**config.mk**
```make
export PLATFORM = sky130hd
export DESIGN_NAME = wb_arbiter
export DESIGN_NICKNAME = d
export VERILOG_FILES = /design/src/rtl/wb_arbiter_pkg.sv /design/src/rtl/wb_slot.sv /design/src/rtl/wb_arbiter.sv
export SDC_FILE = /design/constraint.sdc
export NUM_CORES = 1
export LEC_CHECK = 0
export CORE_MARGIN = 10
export CORE_UTILIZATION = 30
export CTS_CLUSTER_DIAMETER = 150
export CTS_CLUSTER_SIZE = 30
export DETAILED_ROUTE_END_ITERATION = 16
export DONT_BUFFER_PORTS = 1
export HOLD_SLACK_MARGIN = 0.15
export PLACE_DENSITY = 0.44
export REMOVE_ABC_BUFFERS = 1
export SYNTH_ARGS = -nofsm -noshare
export SYNTH_HDL_FRONTEND = slang
export SYNTH_SLANG_ARGS = --single-unit
```
**constraint.sdc**
```tcl
create_clock -name iClk -period 4 [get_ports iClk]
set_input_delay 0.8 -clock iClk [delete_from_list [all_inputs] [get_ports iClk]]
set_output_delay 0.8 -clock iClk [all_outputs]
set_load 0.02 [all_outputs]
```
**src/rtl/wb_arbiter_pkg.sv**
```systemverilog
// Shared CPU write-back definitions: register file geometry, result entry layout
// and the source-select encoding used by the write-back arbiter.
package wb_arbiter_pkg;

    localparam int NUM_REGS   = 10;
    localparam int REG_ADDR_W = 5;
    localparam int DATA_W     = 32;

    localparam logic [REG_ADDR_W-1:0] MAX_REG_ADDR = REG_ADDR_W'(NUM_REGS);

    typedef enum logic {
        WB_SRC_ALU = 1'b0,
        WB_SRC_MEM = 1'b1
    } wb_src_e;

    typedef struct packed {
        logic [REG_ADDR_W-1:0] addr;
        logic [DATA_W-1:0]     data;
    } wb_entry_t;

    // r0 is hardwired and anything above NUM_REGS does not exist in the register file.
    function automatic logic wb_addr_legal(input logic [REG_ADDR_W-1:0] addr);
        return (addr != '0) && (addr <= MAX_REG_ADDR);
    endfunction

endpackage

```
**src/rtl/wb_slot.sv**
```systemverilog
// One-entry holding register for a single write-back producer.
// Valid/ready: a transfer happens on a rising edge where valid && ready; ready = !held || grant.
module wb_slot
    import wb_arbiter_pkg::*;
(
    input  logic                  clk,
    input  logic                  rst_n,
    input  logic                  valid,
    input  logic [REG_ADDR_W-1:0] addr,
    input  logic [DATA_W-1:0]     data,
    input  logic                  grant,
    output logic                  ready,
    output logic                  held,
    output wb_entry_t             entry
);

    // A granted entry leaves at this edge, so the slot can refill in the same cycle.
    assign ready = !held || grant;

    always_ff @(posedge clk or negedge rst_n) begin
        if (!rst_n) begin
            held  <= 1'b0;
            entry <= '0;
        end else if (valid && ready) begin
            held       <= 1'b1;
            entry.addr <= addr;
            entry.data <= data;
        end else if (grant) begin
            held <= 1'b0;
        end
    end

endmodule

```
**src/rtl/wb_arbiter.sv**
```systemverilog
// Round-robin write-back arbiter between the ALU and load-return paths, feeding the
// register file write port. Optional drop counter is enabled by defining WB_DROPCNT_EN.
module wb_arbiter
    import wb_arbiter_pkg::*;
(
    input  logic                  iClk,
    input  logic                  nRst,
    input  logic                  iAluValid,
    input  logic [REG_ADDR_W-1:0] iAluAddr,
    input  logic [DATA_W-1:0]     iAluData,
    output logic                  oAluReady,
    input  logic                  iMemValid,
    input  logic [REG_ADDR_W-1:0] iMemAddr,
    input  logic [DATA_W-1:0]     iMemData,
    output logic                  oMemReady,
    output logic                  oWrite,
    output logic [REG_ADDR_W-1:0] oAddrC,
    output logic [DATA_W-1:0]     oRegC,
    output logic                  oBusy
`ifdef WB_DROPCNT_EN
    ,
    output logic [7:0]            oDropCnt
`endif
);

    logic      alu_held;
    logic      mem_held;
    logic      alu_grant;
    logic      mem_grant;
    logic      any_grant;
    wb_entry_t alu_entry;
    wb_entry_t mem_entry;
    wb_entry_t win_entry;
    wb_src_e   rr;

    wb_slot u_alu_slot (
        .clk   (iClk),
        .rst_n (nRst),
        .valid (iAluValid),
        .addr  (iAluAddr),
        .data  (iAluData),
        .grant (alu_grant),
        .ready (oAluReady),
        .held  (alu_held),
        .entry (alu_entry)
    );

    wb_slot u_mem_slot (
        .clk   (iClk),
        .rst_n (nRst),
        .valid (iMemValid),
        .addr  (iMemAddr),
        .data  (iMemData),
        .grant (mem_grant),
        .ready (oMemReady),
        .held  (mem_held),
        .entry (mem_entry)
    );

    // A lone held slot always wins; rr only breaks ties.
    assign alu_grant = alu_held && (!mem_held || rr == WB_SRC_ALU);
    assign mem_grant = mem_held && (!alu_held || rr == WB_SRC_MEM);
    assign any_grant = alu_grant || mem_grant;
    assign win_entry = mem_grant ? mem_entry : alu_entry;

    always_ff @(posedge iClk or negedge nRst) begin
        if (!nRst) begin
            rr <= WB_SRC_MEM;
        end else if (alu_held && mem_held) begin
            rr <= mem_grant ? WB_SRC_ALU : WB_SRC_MEM;
        end
    end

    // Illegal destinations still consume their grant but never raise the strobe.
    always_ff @(posedge iClk or negedge nRst) begin
        if (!nRst) begin
            oWrite <= 1'b0;
            oAddrC <= '0;
            oRegC  <= '0;
        end else if (any_grant) begin
            oWrite <= wb_addr_legal(win_entry.addr);
            oAddrC <= win_entry.addr;
            oRegC  <= win_entry.data;
        end else begin
            oWrite <= 1'b0;
        end
    end

    assign oBusy = alu_held || mem_held || oWrite;

`ifdef WB_DROPCNT_EN
    always_ff @(posedge iClk or negedge nRst) begin
        if (!nRst) begin
            oDropCnt <= '0;
        end else if (any_grant && !wb_addr_legal(win_entry.addr) && oDropCnt != 8'hFF) begin
            oDropCnt <= oDropCnt + 8'd1;
        end
    end
`endif

endmodule

```
## Word-level counts from Yosys, hierarchy flattened

Index checks and enable logic that the tools add are counted.

- Output and inout bits: 41
- Input port bits: 78
- Flip-flop bits (word level): 115

- Multiplexer cells: 7
- Reductions and logical operators: 18
- Bitwise gates (word level): 1
- $lt $le $gt $ge: 1

Operators by type and width:

| kind | number |
|---|---|
| two-way mux 37 bit | 1 |
| logical OR 1 bit | 7 |
| logical AND 1 bit | 6 |
| two-way mux 1 bit | 6 |
| <= comparator 5 x 4 -> 1 bit (second input constant) | 1 |
| nonzero test 5 bit | 1 |
| nonzero test 2 bit | 2 |
| zero test 1 bit | 2 |
| NOT 1 bit | 1 |

## Logic depth before layout (Yosys ltp)

- Depth in word-level cells: 7
- Gate-level depth with buffers: 6
- Mapped depth without buffers: 3

## Cells and area by module

Synthesis repeated with hierarchy kept, for this count alone.

- Cell total of the unflattened synthesis: 384
- Area total of the unflattened synthesis: 5381.4 µm²

Modules (own cells, without submodules):

| module | times used | cells an instance | area each (µm²) |
|---|---|---|---|
| wb_slot | 2 | 81 | 1572.8 |
| wb_arbiter | 1 | 222 | 2235.9 |

## Least setup slack after synthesis

Ideal clock, no wire load.

- Kind: reg-to-output
- Start point: register u_mem_slot.held
- End point: output oBusy
- Path slack: 2172 ps
- Cell stages (with the launch flop): 3
- Buffers on the path: 1
- Data arrival time: 1028 ps
- Cell sequence: dfrtp_1 buf_2 or3_1

- Longest elaborated chain between the ends: 2

Ends and longest elaborated chain:

| element | RTL line | text |
|---|---|---|
| start, declared | wb_slot.sv:13 | `output logic held,` |
| start signal, assigned | wb_slot.sv:22 | `held <= 1'b0;` |
| start signal, assigned | wb_slot.sv:25 | `held <= 1'b1;` |
| start signal, assigned | wb_slot.sv:29 | `held <= 1'b0;` |
| logical OR 1 bit (2 in a row) | wb_arbiter.sv:89 | `assign oBusy = alu_held \|\| mem_held \|\| oWrite;` |
| end, declared | wb_arbiter.sv:19 | `output logic oBusy` |

Every way passes these cells.

## Final worst setup path

Ends and elaborated chain as after synthesis.

==> impl_metrics.csv <==
group,metric,value,unit
setup_path,critPathLaunchType,"register",
global_route,track_usage,0.121,
setup_path,slowest_stage,"or3_1",
global_route,grt_max_degree,115,
global_route,first_global_vias,3074,
route,dr.pass1.iters,4,
setup_path,path_max_fanout,47,
route,vias,2809,
timing,slew_violations,0,
yosys,ys_seq_elements,115,
timing,fin_crit,2.51,ns
yosys,synth_edf_count,0,
route,via_per_inst,5.10,
worst_hold_path,hp-class,"input port to async pin",
timing,maxClockFrequency,398,MHz
yosys,synthSimpleGateAreaFrac,0.0856,
clocking,clkTransAtPathRegs,0.05,ns
yosys,yosys.area.top_type_share,0.612,
yosys,ys_types,29,
setup_path,cp_cell_sequence,"buf_4, or3_1",
clocking,cts_buffers,17,
yosys,synth.area.top_cells,"dfrtp_1 (61%), mux2_2 (18%), a32oi_1 (6.2%)",
timing,grt_setup_unrepaired,"false",
floorplanning,io_pins,119,
global_route,grt_first_pass_wirelength,18600,um
clocking,cts_tree,"yes",
yosys,synth_mux_area_frac,0.179,
floorplanning,start_util,0.307,
yosys,synth_top_family_by_area,"multiplexers",
floorplanning,die_area,20900,um^2
yosys,synth_compound_area_frac,0.0827,
power,p_leak,2.31,nW
yosys,syn_area,4660,um^2
global_route,antenna_found_initial,2,
timing,setup_viol,0,
floorplanning,core.rowCount,45,
setup_path,r2r_setup_slack,1.79,ns
clocking,clock_latency,0.41,ns
route,drc,0,
power,ir_drop,320,uV
clocking,clockBufferDepth,2,
clocking,htree_levels,4,
setup_path,worst-r2r-cell-count,4,
yosys,netlist_instances,353,
cells_and_area,drive_gt1_frac,0.304,
timing,tns,0,ns
yosys,yosys.area.top_type,"dfrtp_1",
timing,finalCritPeriodShare,0.628,
floorplanning,die_w,145,um
placed_design,place_hpwl,7220,um
setup_path,cp_slowest_stage_delay,0.56,ns
route,wl_per_cell,22.0,um
power,p_total,0.00432,W
yosys,ys_warn_count,0,
setup_path,required,3.20,ns
setup_path,cp.arrival,1.71,ns
placed_design,port_buffers,0,
yosys,synth.most_common_cell,"dfrtp_1",
setup_path,reg2reg_from,"u_mem_slot.held",
yosys,synth_area_per_cell,13.2,um^2
yosys,yosys-top-cells-count,"dfrtp_1 (114), mux2_2 (73), nand2_1 (68), a32oi_1 (33), buf_2 (12)",
floorplanning,die_h,145,um
cells_and_area,fin_area,5360,um^2
timing,worst_pin_slew,1.15,ns
floorplanning,coreArea,15200,um^2
power,power_density,806,nW/um^2
timing,slew-limit-headroom,0.228,
timing,fin_skew,0.00745,ns
setup_path,cp-end-kind,"output port",
outcome,status,"complete, no violations",
clocking,root_buffer,"clkbuf_16",
setup_path,crit_type,"register to output port",
placed_design,gp_congestion,0.784,
yosys,synth-xor-area-share,0,
yosys,ys_seq_area_frac,0.618,
flow_run,cap_violations,0,
route,wl,12100,um
global_route,grt_remaining_overflow,0,
route,antenna_left,0,
setup_path,r2r-end,"u_mem_slot.entry[25]",
yosys,synth_fa_ha_area_frac,0,
clocking,cts.sinks,115,
cells_and_area,final_nets,429,
yosys,synthFlopType,"dfrtp_1",
route,first_iter_violations,83,
yosys,async_flop_share,1.00,
cells_and_area,area_delta_synth_final,15.0,%
placed_design,placed_cell_area,4770,um^2
timing,hold_viol,0,
==> state kept, by name (all words and copies together) (netlist names) <==
signal            flops
u_alu_slot.held       1
u_mem_slot.entry     37
rr                    1
oWrite                1
oRegC                32
oAddrC                5
u_alu_slot.entry     37
u_mem_slot.held       1
==> through the flow <==
stage | worst slack, ns | hold WS, ns | instances | utilization
after floorplan | 1.49 | 0.441 | 330 | -
final | 1.49 | 0.237 | 551 | 0.353
after CTS | 1.46 | 0.214 | 550 | 0.352
after detailed placement | 1.73 | 0.453 | 519 | 0.314
after global routing | 1.42 | 0.208 | 550 | 0.352
after global placement | 1.75 | 0.453 | 519 | 0.314
==> area by class of cell <==
cell class	instances	area, um^2
Sequential cell	115	2880
Clock buffer	26	509
Clock inverter	4	47.5
Tap cell	188	235
Antenna cell	1	2.50
Multi-Input combinational cell	212	1640
Inverter	3	11.3
Timing Repair Buffer	2	35.0
Fill cell	1536	9840
==> metal layers <==
| layer | GRT usage | wire, um |
|---|---|---|
| met1 | 0.140 | 5090 |
| met2 | 0.180 | 5460 |
| met3 | 0.0756 | 1400 |
| met4 | 0.0415 | 138 |
| met5 | 0 | 20 |
==> layout by cell type, fill, tap and decap left out, types with 2 or more instances in the layout <==
cell type	count
mux2_2	73
a21oi_1	2
nand2_4	2
a31oi_1	4
nand2_1	68
dfrtp_1	113
nor2_1	4
nand3_1	5
clkbuf_8	5
clkbuf_1	4
clkinv_2	2
a32oi_1	33
nor2b_1	2
o21ai_0	4
nand2b_1	2
inv_1	3
clkbuf_16	17
==> kinds of logic after synthesis <==
kind of cell	after synthesis
buffers and inverters	26
multiplexers	74
AO/OA/AOI/OAI	48
AND/OR/NAND/NOR	90
flip-flops	115
==> how the worst max path moves through the flow <==
stage	start	endpoint	slack, ns	cells past startpoint
global placement	u_mem_slot.held	u_mem_slot.entry[1]	1.75	4
finish	u_mem_slot.held	oBusy	1.49	2
detailed placement	u_mem_slot.held	u_mem_slot.entry[25]	1.73	4
floorplan	u_mem_slot.held	u_alu_slot.entry[0]	1.49	3
global route	u_mem_slot.held	oBusy	1.42	2
CTS	u_mem_slot.held	oBusy	1.46	2
==> power breakdown <==
part / internal, W / switching [W]
clock: 0.000927 / 0.000498
combinational: 0.000356 / 0.000434
sequential: 0.00157 / 0.000536
==> worst max-delay path: cells and delay by family, from the launching register on <==
kind | cells | cell delay (ns)
buf+inv | 1 | 0.34
flops | 1 | 0.39
simple gates | 1 | 0.56
==> repair_timing <==
item | in CTS | in global routing
setup endpoints to repair | 0 | 0
hold buffers | 1 | 0
hold endpoints to repair | 114 | 0
setup buffers | 0 | 0
resized for setup | 0 | 0
Power figures use the tool's default switching activity.
